[src/rtl/pb_uart_7seg_core.sv]
// UART loopback and 4-digit hex display core.
// A free-running transmitter sends an incrementing byte stream (8N1, LSB first).
// A receiver decodes uart_rx. The last good byte and a good-frame count are
// scanned in hex onto a multiplexed, active-low 7-segment display.
// Ports:
//   clk_50m  - system clock, rising edge
//   sw_rst_n - asynchronous active-low reset
//   uart_tx  - serial transmit line, idle high, registered
//   uart_rx  - serial receive line, asynchronous to clk_50m
//   leds_o   - segments {dp,g,f,e,d,c,b,a}, active-low, registered
//   sels_o   - digit selects, active-low one-hot, bit0 = rightmost digit
module pb_uart_7seg_core #(
  parameter int unsigned CLK_FREQ = 50_000_000,
  parameter int unsigned BAUD     = 115_200,
  parameter int unsigned TX_GAP   = 1000,
  parameter int unsigned REFRESH  = 50_000
) (
  input  logic       clk_50m,
  input  logic       sw_rst_n,
  output logic       uart_tx,
  input  logic       uart_rx,
  output logic [7:0] leds_o,
  output logic [3:0] sels_o
);

  localparam int unsigned BIT_CYC  = (CLK_FREQ + BAUD / 2) / BAUD;
  localparam int unsigned HALF_CYC = BIT_CYC / 2;
  localparam int unsigned GAP_LAST = (TX_GAP > 0) ? TX_GAP - 1 : 0;
  localparam int unsigned TX_MAX   = (BIT_CYC > TX_GAP) ? BIT_CYC : TX_GAP;
  localparam int unsigned TXC_W    = $clog2(TX_MAX + 1);
  localparam int unsigned RXC_W    = $clog2(BIT_CYC + 1);
  localparam int unsigned REF_W    = $clog2(REFRESH + 1);

  typedef enum logic [2:0] {
    TXS_IDLE, TXS_START, TXS_DATA, TXS_STOP, TXS_GAP
  } tx_state_e;

  typedef enum logic [1:0] {
    RXS_IDLE, RXS_START, RXS_DATA, RXS_STOP
  } rx_state_e;

  // Active-low {g..a} hex glyphs.
  function automatic logic [6:0] hex_glyph(input logic [3:0] v);
    logic [6:0] g;
    case (v)
      4'h0: g = 7'h40;  4'h1: g = 7'h79;  4'h2: g = 7'h24;  4'h3: g = 7'h30;
      4'h4: g = 7'h19;  4'h5: g = 7'h12;  4'h6: g = 7'h02;  4'h7: g = 7'h78;
      4'h8: g = 7'h00;  4'h9: g = 7'h10;  4'hA: g = 7'h08;  4'hB: g = 7'h03;
      4'hC: g = 7'h46;  4'hD: g = 7'h21;  4'hE: g = 7'h06;  default: g = 7'h0E;
    endcase
    return g;
  endfunction

  // ---------------------------------------------------------------- TX
  tx_state_e        tx_state_q;
  logic [TXC_W-1:0] tx_cnt_q;
  logic [2:0]       tx_bit_q;
  logic [7:0]       tx_byte_q;
  logic [7:0]       tx_shift_q;

  // Transmit FSM; uart_tx is driven straight from a flop so it cannot glitch.
  always_ff @(posedge clk_50m or negedge sw_rst_n) begin
    if (!sw_rst_n) begin
      tx_state_q <= TXS_IDLE;
      tx_cnt_q   <= '0;
      tx_bit_q   <= '0;
      tx_byte_q  <= '0;
      tx_shift_q <= '0;
      uart_tx    <= 1'b1;
    end else begin
      case (tx_state_q)
        TXS_IDLE: begin
          tx_state_q <= TXS_START;
          tx_cnt_q   <= '0;
          uart_tx    <= 1'b0;
        end
        TXS_START: begin
          if (tx_cnt_q == TXC_W'(BIT_CYC - 1)) begin
            tx_state_q <= TXS_DATA;
            tx_cnt_q   <= '0;
            tx_bit_q   <= '0;
            uart_tx    <= tx_byte_q[0];
            tx_shift_q <= tx_byte_q >> 1;
          end else begin
            tx_cnt_q <= tx_cnt_q + TXC_W'(1);
          end
        end
        TXS_DATA: begin
          if (tx_cnt_q == TXC_W'(BIT_CYC - 1)) begin
            tx_cnt_q <= '0;
            if (tx_bit_q == 3'd7) begin
              tx_state_q <= TXS_STOP;
              uart_tx    <= 1'b1;
            end else begin
              tx_bit_q   <= tx_bit_q + 3'd1;
              uart_tx    <= tx_shift_q[0];
              tx_shift_q <= tx_shift_q >> 1;
            end
          end else begin
            tx_cnt_q <= tx_cnt_q + TXC_W'(1);
          end
        end
        TXS_STOP: begin
          if (tx_cnt_q == TXC_W'(BIT_CYC - 1)) begin
            tx_cnt_q <= '0;
            // With no gap configured the next start bit follows the stop bit directly.
            if (TX_GAP == 0) begin
              tx_state_q <= TXS_START;
              tx_byte_q  <= tx_byte_q + 8'd1;
              uart_tx    <= 1'b0;
            end else begin
              tx_state_q <= TXS_GAP;
            end
          end else begin
            tx_cnt_q <= tx_cnt_q + TXC_W'(1);
          end
        end
        TXS_GAP: begin
          if (tx_cnt_q == TXC_W'(GAP_LAST)) begin
            tx_state_q <= TXS_START;
            tx_cnt_q   <= '0;
            tx_byte_q  <= tx_byte_q + 8'd1;
            uart_tx    <= 1'b0;
          end else begin
            tx_cnt_q <= tx_cnt_q + TXC_W'(1);
          end
        end
        default: begin
          tx_state_q <= TXS_IDLE;
          uart_tx    <= 1'b1;
        end
      endcase
    end
  end

  // ---------------------------------------------------------------- RX
  logic [1:0]       rx_sync_q;
  logic             rx_prev_q;
  logic             rx_s;
  rx_state_e        rx_state_q;
  logic [RXC_W-1:0] rx_cnt_cyc_q;
  logic [2:0]       rx_bit_q;
  logic [7:0]       rx_shift_q;
  logic [7:0]       rx_byte_q;
  logic [7:0]       rx_cnt_q;
  logic             ferr_q;

  assign rx_s = rx_sync_q[1];

  // Two-flop synchronizer plus a delayed copy for falling-edge detection.
  always_ff @(posedge clk_50m or negedge sw_rst_n) begin
    if (!sw_rst_n) begin
      rx_sync_q <= 2'b11;
      rx_prev_q <= 1'b1;
    end else begin
      rx_sync_q <= {rx_sync_q[0], uart_rx};
      rx_prev_q <= rx_s;
    end
  end

  // Receive FSM; a start needs a fresh 1->0 edge, so a line stuck low never re-triggers.
  always_ff @(posedge clk_50m or negedge sw_rst_n) begin
    if (!sw_rst_n) begin
      rx_state_q   <= RXS_IDLE;
      rx_cnt_cyc_q <= '0;
      rx_bit_q     <= '0;
      rx_shift_q   <= '0;
      rx_byte_q    <= '0;
      rx_cnt_q     <= '0;
      ferr_q       <= 1'b0;
    end else begin
      case (rx_state_q)
        RXS_IDLE: begin
          rx_cnt_cyc_q <= '0;
          if (rx_prev_q && !rx_s) begin
            rx_state_q <= RXS_START;
          end
        end
        RXS_START: begin
          if (rx_cnt_cyc_q == RXC_W'(HALF_CYC - 1)) begin
            rx_cnt_cyc_q <= '0;
            rx_bit_q     <= '0;
            // High at the start-bit centre means it was only a glitch.
            rx_state_q   <= rx_s ? RXS_IDLE : RXS_DATA;
          end else begin
            rx_cnt_cyc_q <= rx_cnt_cyc_q + RXC_W'(1);
          end
        end
        RXS_DATA: begin
          if (rx_cnt_cyc_q == RXC_W'(BIT_CYC - 1)) begin
            rx_cnt_cyc_q <= '0;
            rx_shift_q   <= {rx_s, rx_shift_q[7:1]};
            if (rx_bit_q == 3'd7) begin
              rx_state_q <= RXS_STOP;
            end else begin
              rx_bit_q <= rx_bit_q + 3'd1;
            end
          end else begin
            rx_cnt_cyc_q <= rx_cnt_cyc_q + RXC_W'(1);
          end
        end
        RXS_STOP: begin
          if (rx_cnt_cyc_q == RXC_W'(BIT_CYC - 1)) begin
            rx_cnt_cyc_q <= '0;
            rx_state_q   <= RXS_IDLE;
            if (rx_s) begin
              rx_byte_q <= rx_shift_q;
              rx_cnt_q  <= rx_cnt_q + 8'd1;
              ferr_q    <= 1'b0;
            end else begin
              ferr_q <= 1'b1;
            end
          end else begin
            rx_cnt_cyc_q <= rx_cnt_cyc_q + RXC_W'(1);
          end
        end
        default: rx_state_q <= RXS_IDLE;
      endcase
    end
  end

  // ---------------------------------------------------------------- display
  logic [REF_W-1:0] scan_cnt_q;
  logic [1:0]       scan_idx_q;
  logic             scan_step;
  logic [1:0]       scan_idx_d;
  logic [3:0]       nib_d;
  logic             dp_d;

  // Next digit and its contents, latched only on a scan step so selects and segments move together.
  always_comb begin
    scan_step  = (scan_cnt_q == REF_W'(REFRESH - 1));
    scan_idx_d = scan_step ? scan_idx_q + 2'd1 : scan_idx_q;
    case (scan_idx_d)
      2'd0:    nib_d = rx_byte_q[3:0];
      2'd1:    nib_d = rx_byte_q[7:4];
      2'd2:    nib_d = rx_cnt_q[3:0];
      default: nib_d = rx_cnt_q[7:4];
    endcase
    dp_d = ~((scan_idx_d == 2'd0) && ferr_q);
  end

  always_ff @(posedge clk_50m or negedge sw_rst_n) begin
    if (!sw_rst_n) begin
      scan_cnt_q <= '0;
      scan_idx_q <= '0;
      sels_o     <= 4'b1110;
      leds_o     <= 8'hC0;
    end else if (scan_step) begin
      scan_cnt_q <= '0;
      scan_idx_q <= scan_idx_d;
      sels_o     <= ~(4'b0001 << scan_idx_d);
      leds_o     <= {dp_d, hex_glyph(nib_d)};
    end else begin
      scan_cnt_q <= scan_cnt_q + REF_W'(1);
    end
  end

endmodule

[config.mk]
export PLATFORM = sky130hd
export DESIGN_NAME = pb_uart_7seg_core
export DESIGN_NICKNAME = d
export VERILOG_FILES = /design/src/rtl/pb_uart_7seg_core.sv
export SDC_FILE = /design/constraint.sdc
export NUM_CORES = 1
export LEC_CHECK = 0
export BUFFER_PORTS_ARGS = -buffer_cell sky130_fd_sc_hd__buf_2
export CAP_MARGIN = 20
export CORE_MARGIN = 2
export CORE_UTILIZATION = 25
export CTS_BUF_LIST = sky130_fd_sc_hd__clkbuf_4 sky130_fd_sc_hd__clkbuf_8
export DETAILED_ROUTE_END_ITERATION = 6
export SLEW_MARGIN = 30
export SYNTH_ARGS = -nofsm -noshare
export SYNTH_HDL_FRONTEND = slang
export SYNTH_SLANG_ARGS = --single-unit
export TNS_END_PERCENT = 100
[constraint.sdc]
create_clock -name clk_50m -period 3.5 [get_ports clk_50m]
set_input_delay 0.7 -clock clk_50m [delete_from_list [all_inputs] [get_ports clk_50m]]
set_output_delay 0.7 -clock clk_50m [all_outputs]
set_load 0.02 [all_outputs]
==> results.txt <==
Worst hold path class: in2async
Vias in the first global route: 3,491
Clk buf depth: 2
Row count: 52
Boundary Pins: 16
Crit-path max cell delay: 0.40 ns
Die outline area: 22,030 um^2
Largest area contributor in the netlist: dfrtp_1
Max-cap violations: 0
Drt pass-1 iters: 7
Postcts setup bufs: 0
Crit end category: flop
CP delay by family, top: simple AND/OR/NAND/NOR gates
Unrepaired setup endpoints after global routing: no
Hold Buf Count CTS: 0
Most common cell after layout, fill and taps aside: nand2_1
LEAKAGE: 2.630 nW
Worst-skew pair later-pin latency: 0.37 ns
Register area share after synthesis: 0.5013
Final antenna-violating net count: 0
Mapped Cells: 519
Fin crit share: 0.8342
Post-route setup TNS: 0 ns
Main synth FF type: dfrtp_1
Detailed Route Iter0 Violations: 171
Most frequent cells in the layout: nand2_1, dfrtp_1, nor2_1
WP buf/inv: 2
DRT Wirelength: 8944 um
CTS tree: done
Post-Syn Area: 5214 um^2
Final setup vio count: 0
Initial core utilization: 0.2560
WP depth: 12
Synth cell types: 57
Worst path most repeated cell: ha_1
First-pass GRT wire length: 16,390 um
Syn_nets: 540
CORE AREA: 20,360 um^2
Diode count: 0
Vias/cell: 4.394
Layout net count: 552
Final GP Congestion: 0.7649
#FFs+latches synth: 104
Final worst setup slack: 0.5805 ns
Layout cells sized above 1: 0.1217
Clock skew: 0.01165 ns
Fin. Hold Viols: 0
Startpoint Class: flop
Die Y: 148.4 um
Pins Over Slew Limit: 0
Largest net degree at the start of global routing: 54
Critical Path Fanout Max: 18
H-tree levels: 3
Die X: 148.4 um
Critical path arrival: 3.17 ns
Initial antenna violation count: 0
Detailed Place HPWL: 6281 um
Post_cts resized: 0
Number of synthesized flops with an enable pin: 0
Top-area cell type share of the netlist area: 0.4560
Post-layout min period: 2.920 ns
Final Util: 0.2840
Worst-margin pin slew: 0.8416 ns
PwrDens: 347.0 nW/um^2
Status: complete, no violations
Fmax: 342.5 MHz
R2R depth: 12
Largest cells by area after synthesis: dfrtp_1, nand2_1, dfstp_2, ha_1, mux2i_1
CTS buffer count: 9
Clock sink count: 104
FFs w/ async S/R, synth: 1.000
Crit path cell chain: ha_1 > and3_1 > nand4_2 > buf_4 > a21oi_1 > a311o_1 > nor3_2 > inv_1 > ha_1 > mux2_2 > nand2_1 > a31oi_1
Root Buffer: clkbuf_8
Max-Slew Margin vs Limit: 0.4389
Setup WS pre-CTS: 0.5919 ns
Total track usage: 0.08855
Vias: 3,533
Yosys warns: 0
Max VDD drop: 0.0001659 V
Hold Slack: 0.3331 ns
Critical path's slowest cell: dfrtp_1
Total gr overflow: 0
Clk pin slew, worst setup/hold paths: 0.10 ns
Drt drc: 0
Synth-to-layout area growth: 10.92%
Port-buffer cells: 15
Crit Path Class: reg2reg
WL per Instance: 11.12 um
Crit path required time: 3.75 ns
Avg Cell Area, Syn: 10.05 um^2
==> area by class of cell <==
cell class,count,area [um^2]
tap,270,337.8
multi-input combinational,380,2451
clock buffer,11,151.4
fill,2131,14580
timing repair buffer,23,137.6
inverter,13,48.80
clock inverter,3,42.54
sequential,104,2614
==> stage by stage <==
stage               power [mW]  instance area [um^2]  std cells
global route             2.096                  5783        804
detailed placement       1.281                  5589        790
finish                   2.007                  5783        804
CTS                      2.048                  5783        804
global placement         1.281                  5589        790
floorplan                1.248                  5214        519
==> sequential cells by signal (all words and copies together), names as in the netlist, named ones only <==
| name | cells |
|---|---|
| tx_byte_q | 8 |
| tx_shift_q | 7 |
| tx_state_q | 3 |
| rx_cnt_q | 8 |
| rx_shift_q | 8 |
| ferr_q | 1 |
| rx_prev_q | 1 |
| scan_idx_q | 2 |
| scan_cnt_q | 16 |
| tx_bit_q | 3 |
| sels_o | 4 |
| rx_bit_q | 3 |
| uart_tx | 1 |
| rx_cnt_cyc_q | 9 |
| tx_cnt_q | 10 |
| leds_o | 8 |
| rx_byte_q | 8 |
| rx_state_q | 1 |
| rx_sync_q | 2 |
==> metal layers <==
layer	track usage	vias to the layer above	wire length [um]
li1	-	1803	-
met1	0.1232	1684	4656
met2	0.1345	36	3910
met3	0.02638	10	288
met4	0.02381	0	88
met5	0	-	0
==> synthesized netlist by cell type (all sizes together), types with 12 or more instances <==
| cell | instances |
|---|---|
| nand2 | 98 |
| dfrtp | 95 |
| nor2 | 40 |
| o21ai | 27 |
| mux2i | 20 |
| xnor2 | 20 |
| xor2 | 20 |
| ha | 18 |
| nand3 | 18 |
| clkbuf | 16 |
| a21oi | 13 |
| inv | 13 |
| and3 | 12 |
==> cells by family (layout without fill, tap and decap cells) <==
| logic type | after synthesis | after routing | synth area share |
|---|---|---|---|
| AND/OR/NAND/NOR | 221 | 221 | 0.2073 |
| flip-flops | 104 | 104 | 0.5013 |
| AO/OA/AOI/OAI | 69 | 69 | 0.08376 |
| XOR/XNOR | 40 | 40 | 0.06720 |
| buffers and inverters | 35 | 50 | 0.02856 |
| multiplexers | 32 | 32 | 0.06863 |
| adder cells (fa/ha/maj) | 18 | 18 | 0.04320 |
==> path summary, 6_finish.rpt <==
check / startpoint / to / slack [ns]
max: scan_cnt_q[0] / leds_o[3] / 0.58
min: sw_rst_n / scan_cnt_q[12] / 0.33
max reg2reg: scan_cnt_q[0] / leds_o[3] / 0.58
min reg2reg: rx_sync_q[0] / rx_sync_q[1] / 0.37
max in group asynchronous: sw_rst_n / sels_o[1] / 2.41
min in group clk_50m: rx_sync_q[0] / rx_sync_q[1] / 0.37
==> power breakdown <==
part / switching [mW] / internal [mW]
clock: 0.391 / 0.361
combinational: 0.0331 / 0.00837
sequential: 0.00567 / 1.21
total: 0.430 / 1.58
No activity file was read; power rests on OpenSTA's default activity.
